[src/rtl/regfile_writeback.sv]
// rtl/regfile_writeback.sv - merges ALU and load results onto the register-file write port.
// Optional feature macro: WB_LOAD_BYPASS_EN (lets a load write back directly when the FIFO is empty).
module regfile_writeback #(
    parameter int DEPTH = 4,
    parameter int XLEN  = 32
) (
    input  logic                       clock,
    input  logic                       reset_n,
    input  logic                       alu_valid,
    input  logic [4:0]                 alu_rd,
    input  logic [XLEN-1:0]            alu_data,
    input  logic                       mem_valid,
    output logic                       mem_ready,
    input  logic [4:0]                 mem_rd,
    input  logic [XLEN-1:0]            mem_data,
    output logic [4:0]                 RD,
    output logic [XLEN-1:0]            WriteData,
    output logic                       RegWrite,
    output logic [$clog2(DEPTH):0]     wb_count,
    output logic                       wb_busy
);

    localparam int AW = $clog2(DEPTH);
    localparam int CW = AW + 1;
    localparam int EW = XLEN + 5;

`ifdef WB_LOAD_BYPASS_EN
    localparam logic BYPASS_EN = 1'b1;
`else
    localparam logic BYPASS_EN = 1'b0;
`endif

    typedef enum logic [1:0] {
        SRC_NONE,
        SRC_ALU,
        SRC_FIFO,
        SRC_BYP
    } src_e;

    logic [EW-1:0]   fifo_mem_q [DEPTH];
    logic [AW-1:0]   wr_ptr_q, wr_ptr_d;
    logic [AW-1:0]   rd_ptr_q, rd_ptr_d;
    logic [CW-1:0]   count_q, count_d;
    logic            regwrite_q, regwrite_d;
    logic [4:0]      rd_q, rd_d;
    logic [XLEN-1:0] wdata_q, wdata_d;

    logic            alu_v;
    logic            load_acc;
    logic            load_nz;
    logic            fifo_empty;
    logic            push;
    logic            pop;
    logic [EW-1:0]   head;
    src_e            src;

    assign alu_v      = alu_valid && (alu_rd != 5'd0);
    assign fifo_empty = (count_q == '0);
    // Ready looks only at the registered count, so a full FIFO refuses a load even while popping.
    assign mem_ready  = (count_q < CW'(DEPTH));
    assign load_acc   = mem_valid && mem_ready;
    assign load_nz    = load_acc && (mem_rd != 5'd0);
    assign head       = fifo_mem_q[rd_ptr_q];

    always_comb begin
        src = SRC_NONE;
        if (alu_v) begin
            src = SRC_ALU;
        end else if (!fifo_empty) begin
            src = SRC_FIFO;
        end else if (BYPASS_EN && load_nz) begin
            src = SRC_BYP;
        end
    end

    assign push = load_nz && (src != SRC_BYP);
    assign pop  = (src == SRC_FIFO);

    always_comb begin
        regwrite_d = 1'b0;
        rd_d       = rd_q;
        wdata_d    = wdata_q;
        case (src)
            SRC_ALU: begin
                regwrite_d = 1'b1;
                rd_d       = alu_rd;
                wdata_d    = alu_data;
            end
            SRC_FIFO: begin
                regwrite_d = 1'b1;
                rd_d       = head[EW-1:XLEN];
                wdata_d    = head[XLEN-1:0];
            end
            SRC_BYP: begin
                regwrite_d = 1'b1;
                rd_d       = mem_rd;
                wdata_d    = mem_data;
            end
            default: begin
                regwrite_d = 1'b0;
            end
        endcase
    end

    always_comb begin
        wr_ptr_d = wr_ptr_q;
        rd_ptr_d = rd_ptr_q;
        count_d  = count_q;
        if (push) begin
            wr_ptr_d = wr_ptr_q + AW'(1);
        end
        if (pop) begin
            rd_ptr_d = rd_ptr_q + AW'(1);
        end
        count_d = count_q + CW'(push) - CW'(pop);
    end

    always_ff @(posedge clock or negedge reset_n) begin
        if (!reset_n) begin
            wr_ptr_q   <= '0;
            rd_ptr_q   <= '0;
            count_q    <= '0;
            regwrite_q <= 1'b0;
            rd_q       <= 5'd0;
            wdata_q    <= '0;
        end else begin
            wr_ptr_q   <= wr_ptr_d;
            rd_ptr_q   <= rd_ptr_d;
            count_q    <= count_d;
            regwrite_q <= regwrite_d;
            rd_q       <= rd_d;
            wdata_q    <= wdata_d;
        end
    end

    // Storage needs no reset: entries are only read when the count says they are valid.
    always_ff @(posedge clock) begin
        if (reset_n && push) begin
            fifo_mem_q[wr_ptr_q] <= {mem_rd, mem_data};
        end
    end

    assign RD        = rd_q;
    assign WriteData = wdata_q;
    assign RegWrite  = regwrite_q;
    assign wb_count  = count_q;
    assign wb_busy   = (count_q != '0);

endmodule

[config.mk]
export PLATFORM = sky130hd
export DESIGN_NAME = regfile_writeback
export DESIGN_NICKNAME = d
export VERILOG_FILES = /design/src/rtl/regfile_writeback.sv
export SDC_FILE = /design/constraint.sdc
export NUM_CORES = 1
export LEC_CHECK = 0
export ABC_AREA = 1
export BUFFER_PORTS_ARGS = -buffer_cell sky130_fd_sc_hd__buf_2
export CAP_MARGIN = 20
export CELL_PAD_IN_SITES_DETAIL_PLACEMENT = 0
export CELL_PAD_IN_SITES_GLOBAL_PLACEMENT = 1
export CORE_AREA = 2 2 143 145
export CTS_CLUSTER_SIZE = 28
export DETAILED_ROUTE_END_ITERATION = 12
export DIE_AREA = 0 0 145 147
export GPL_TIMING_DRIVEN = 0
export PLACE_DENSITY = 0.83
export SLEW_MARGIN = 5
export SYNTH_ARGS = -nofsm -noshare
export SYNTH_HDL_FRONTEND = slang
export SYNTH_SLANG_ARGS = --single-unit
[constraint.sdc]
create_clock -name clock -period 3.9 [get_ports clock]
set_input_delay 0.195 -clock clock [delete_from_list [all_inputs] [get_ports clock]]
set_output_delay 0.195 -clock clock [all_outputs]
set_load 0.01 [all_outputs]
# == Word level (Yosys, flattened, before mapping) ==
# Memories as Yosys holds them, arrays and structs flattened.
# Cells that the tools add are included.
# totals
register_bits,45
latch_bits,0
ramBits,148
romBits,0
input_bits,78
output_inout_bits,43
elab_cells,34
n_memories,1
# classes
n_addsub,4
n_mul,0
n_div,0
order_cmp,1
eq_ne,4
n_shift,0
n_mux,7
bitwise,0
n_reduce_logical,11
# memory_table
memory,depth,word_bits,read_ports,rd_ports_with_merged_regs,wr,line,source
fifo_mem_q,4,37,1,0,1,40,logic [EW-1:0] fifo_mem_q [DEPTH];
# ops
operator,count
$pmux W32 S3,1
$pmux W5 S3,1
$reduce_bool A5 Y1,2
$reduce_bool A3 Y1,2
$logic_and A1 B1 Y1,5
$add A2 B1 Y2 const B,2
$eq A2 B2 Y1 const B,2
$mux W2,2
$add A3 B1 Y3,1
$logic_not A3 Y1,1
$lt A3 B3 Y1 const B,1
$mux W1,3
$reduce_or A3 Y1,1
$sub A3 B1 Y3,1
$eq A2 B1 Y1 const B,1
$ne A2 B2 Y1 const B,1

# == Depth between registers and ports, before layout ==
# depth
word_depth,8
ltp_mapped,12
mapped_depth_nobuf,11

# == Worst setup path before layout ==
# Ideal clock, no wire load.
# synth_path
path_kind,register to register
from,"register count_q[2], in the netlist wb_count[2]"
to,memory fifo_mem_q[0][0] in the netlist's numbering (enable)
setup_ps,431
arrival_time_ps,2401
t_required_ps,3469
path_slack_ps,1068
stages_incl_launch_ff,4
n_path_buf,0
synth_period_minus_slack_ps,2832
cell_sequence,dfrtp_1 inv_1 nand4_1 nor2_1
# synth_between
word_cells_on_any_way,11
classes_between,order compare: 1; eq/ne: 1; mux: 4; reduce/logical: 5
# synth_rtl
item,line,source
start: declaration,43,"logic [CW-1:0] count_q, count_d;"
start signal: assignment,129,count_q <= count_d;
$lt A3 B3 Y1,60,assign mem_ready = (count_q < CW'(DEPTH));
via mem_ready,13,"output logic mem_ready,"
$logic_and A1 B1 Y1,61,assign load_acc = mem_valid && mem_ready;
$logic_and A1 B1 Y1,62,assign load_nz = load_acc && (mem_rd != 5'd0);
$logic_and A1 B1 Y1,76,assign push = load_nz && (src != SRC_BYP);
$logic_and A1 B1 Y1,138,if (reset_n && push) begin
$mux W1,138,
$mux W1 (implied by the code),139,"fifo_mem_q[wr_ptr_q] <= {mem_rd, mem_data};"
end: declaration,40,
# The timed path passes the listed nets, and every way through them passes these cells.

# == Worst setup path after layout ==
# layout_path
from,input reset_n
to,memory fifo_mem_q[2][23] in the netlist's numbering (enable)
# layout_between
elab_chain_cells,3
# layout_rtl
item,line,source
start: declaration,8,"input logic reset_n,"
$logic_and A1 B1 Y1,138,
$mux W1,138,
$mux W1 (implied by the code),139,
# Every way passes these cells.

==> results.py <==
metrics = {
    "status": {
        "outcome": "completed",
    },
    "synthesis": {
        "yosysMostFrequentCell": "nand2_1",
        "ys_types": 24,
        "yosys-top-cells-area": "edfxtp_1 51%, dfrtp_1 13%, nand3_1 11%",
        "synth_area_leader_cell": "edfxtp_1",
        "synthesis.nets": 933,
        "seq_area_frac_synth_pct": 63.95,
        "synth_edf_count": 148,
        "synth_top_area_share_pct": 51.02,
        "yosys_warnings": 0,
        "yosys-top-cells-count": "197 x nand2_1, 196 x nand3_1, 160 x inv_1",
        "ys_ff_latch": 193,
        "syn_avg_cell_area_um2": 10.27,
        "synth.cell_area_um2": 8711,
        "synth_ff_type": "edfxtp_1",
        "async_reset_ff_share_pct": 23.32,
        "synthCells": 848,
    },
    "worst_setup_path": {
        "required_ns": 4.02,
        "start_kind": "input port",
        "crit_chain": "dlygate4sd3_1 -> buf_2 -> buf_12 -> nand4_1 -> nor2_4 -> buf_12",
        "path_max_fanout": 32,
        "crit_path_top_delay_cell": "nor2_4",
        "cp.arrival_ns": 2.74,
        "critPathKind": "in2reg",
        "critPathCaptureType": "register",
        "crit_top_cell": "buf_12",
        "cpPeakStageDelay_ns": 0.65,
    },
    "clocking": {
        "root_buffer": "clkbuf_16",
        "numClockSinks": 193,
        "cts_buffers": 17,
        "cts_max_level": 4,
        "cts_tree": "yes",
        "insertion_delay_ns": 0.42,
        "postCtsResizedCells": 0,
        "clk_pin_slew_ns": 0.06,
        "clk_path_buf_depth": 2,
    },
    "timing": {
        "relSlewSlack_pct": 53.04,
        "fin_crit_ns": 2.624,
        "drv_slew": 0,
        "rsz0062_at_grt": "no",
        "fmax_ghz": 0.3812,
        "finalHoldViolCount": 0,
        "finalSetupViolCount": 0,
        "clock-skew-final_ns": 0.007533,
        "tightest_slew_ns": 0.7044,
        "min_period_over_period_pct": 67.27,
    },
    "layout": {
        "synthToLayoutAreaGrowth_pct": 23.51,
        "n_fill_cell": 1787,
        "final_design_area_no_fill_um2": 10760,
        "nets": 1113,
        "finish.utilization_pct": 54.22,
        "layout-drive-gt1-share_pct": 21.71,
        "layout.cells.non_filler": 1311,
        "multi_input_area_um2": 2252,
        "n_antenna_cell": 0,
        "regArea_um2": 5570,
    },
    "drt": {
        "vias_per_cell": 4.793,
        "first_pass_iters": 5,
        "drt_wl_total_um": 21880,
        "drc": 0,
        "first_iter_violations": 448,
        "vias": 6283,
        "wl_per_cell_um": 16.69,
        "ant_nets": 0,
    },
    "floorplanning": {
        "fp.dieArea_um2": 21320,
        "dieWidth_um": 145,
        "boundaryPins": 121,
        "die_y_um": 147,
        "core_area_um2": 19840,
        "initial_core_util_pct": 43.90,
        "rows": 52,
    },
    "global_routing": {
        "antenna_found_initial": 0,
        "grt_max_degree": 33,
        "first_global_vias": 6346,
        "overflow": 0,
        "track_usage_pct": 21.38,
        "grt_pass1_wl_um": 34360,
    },
    "placement": {
        "port_buffers": 120,
        "place_congestion": 0.7784,
        "dp_cells": 1243,
        "placed_area_um2": 9779,
        "dp_hpwl_um": 14650,
    },
    "pwr": {
        "power_mw": 6.843,
        "power.leakage_nw": 5.000,
        "ir_drop_mv": 0.3348,
        "power_density_nw_per_um2": 636.0,
    },
    "worst_hold_path": {
        "holdCritPathClass": "in2reg",
    },
    "flow_run": {
        "drv.max_cap_violation_count": 0,
    },
}
worst max-delay path, delay by kind of cell:
kind	cells	cell delay (ns)
and+or+nand+nor	2	1.07
buffers and inverters	4	1.45
area by class of cell:
| class | instances | share of cell area (%) |
|---|---|---|
| plain buffers | 47 | 2.849 |
| clock buffers | 21 | 4.093 |
| clock inverters | 11 | 1.663 |
| inverters | 163 | 5.687 |
| multi-input cells | 445 | 20.93 |
| flip-flops and latches | 193 | 51.77 |
| well taps | 270 | 3.140 |
| repair buffers | 161 | 9.862 |
cells in the final DEF (no fill, tap or decap):
cell type	Yosys	layout
inv_6	0	3
clkbuf_1	10	14
nand3_4	1	1
nor2_4	0	4
buf_2	17	137
buf_4	10	10
dlygate4sd3_1	0	36
buf_1	4	4
nand3_2	28	28
ha_1	6	6
bufinv_16	0	4
inv_2	3	3
clkinvlp_4	0	2
nand2_4	1	1
nor3_1	1	1
nor3_4	1	1
inv_1	160	160
nor2_2	2	2
nand2_1	197	197
xor2_1	2	2
nand4_1	3	3
nand3_1	196	196
nor2_1	5	1
fa_1	1	1
clkbuf_16	0	17
dfrtp_1	45	45
buf_6	3	3
clkinv_4	0	2
edfxtp_1	148	148
buf_12	3	8
xnor2_1	1	1
path summary, 6_finish.rpt:
kind	start	slack [ns]	to	depth (start not counted)
min reg2reg	WriteData[15]$_DFFE_PN0P_	0.52	WriteData[15]$_DFFE_PN0P_	2
max in group asynchronous	reset_n	3.13	WriteData[8]$_DFFE_PN0P_	3
min	alu_data[0]	0.02	WriteData[0]$_DFFE_PN0P_	3
max	reset_n	1.28	fifo_mem_q[2][23]$_DFFE_PP_	6
min in group asynchronous	reset_n	0.23	WriteData[28]$_DFFE_PN0P_	2
max reg2reg	wb_count[2]$_DFF_PN0_	1.58	wb_count[2]$_DFF_PN0_	10
metrics by stage:
stage | hold WS (ns) | worst slack [ns] | TNS (ns)
final | 0.01987 | 1.276 | 0
after detailed placement | 0.1479 | 1.329 | 0
after floorplan | -0.1006 | 1.068 | 0
after CTS | 0.001021 | 1.236 | 0
after global placement | 0.4070 | -1.074 | -153.63
after global routing | 0.006028 | 1.115 | 0
registers in the layout, summed over array words and instances (netlist names):
register and count:
wr_ptr_q 2, RD 5, wb_count 3, RegWrite 1, fifo_mem_q 148, rd_ptr_q 2
WriteData 32
where the power goes:
group / switching [mW] / internal [mW] / leakage [nW]
Clock: 0.741 / 1.08 / 0.293
Sequential: 0.161 / 2.54 / 1.88
Combinational: 1.51 / 0.812 / 2.83
Total: 2.41 / 4.43 / 5.00
repair_timing:
action,4_1_cts,5_1_grt
endpoints found under the hold margin,154,0
hold buffers,36,0
setup buffers,0,0
endpoints found under the setup margin,0,0
per-layer routing:
layer / wire, um / global-route usage, % / vias to the layer above / share of wire (%)
met5: 0 / 0 / - / 0
met4: 324 / 6.733 / 0 / 1.5
met3: 1330 / 3.851 / 17 / 6.1
met2: 10670 / 36.21 / 194 / 49
met1: 9556 / 28.24 / 2960 / 44
li1: - / - / 3112 / -
cell families after synthesis:
logic type	Yosys count	synth area share (%)
and+or+nand+nor	435	24.12
buffers and inverters	210	10.54
DFF	193	63.95
adders and majority gates	7	1.092
xor gates and xnor gates	3	0.3017
Power figures use the tool's default switching activity.
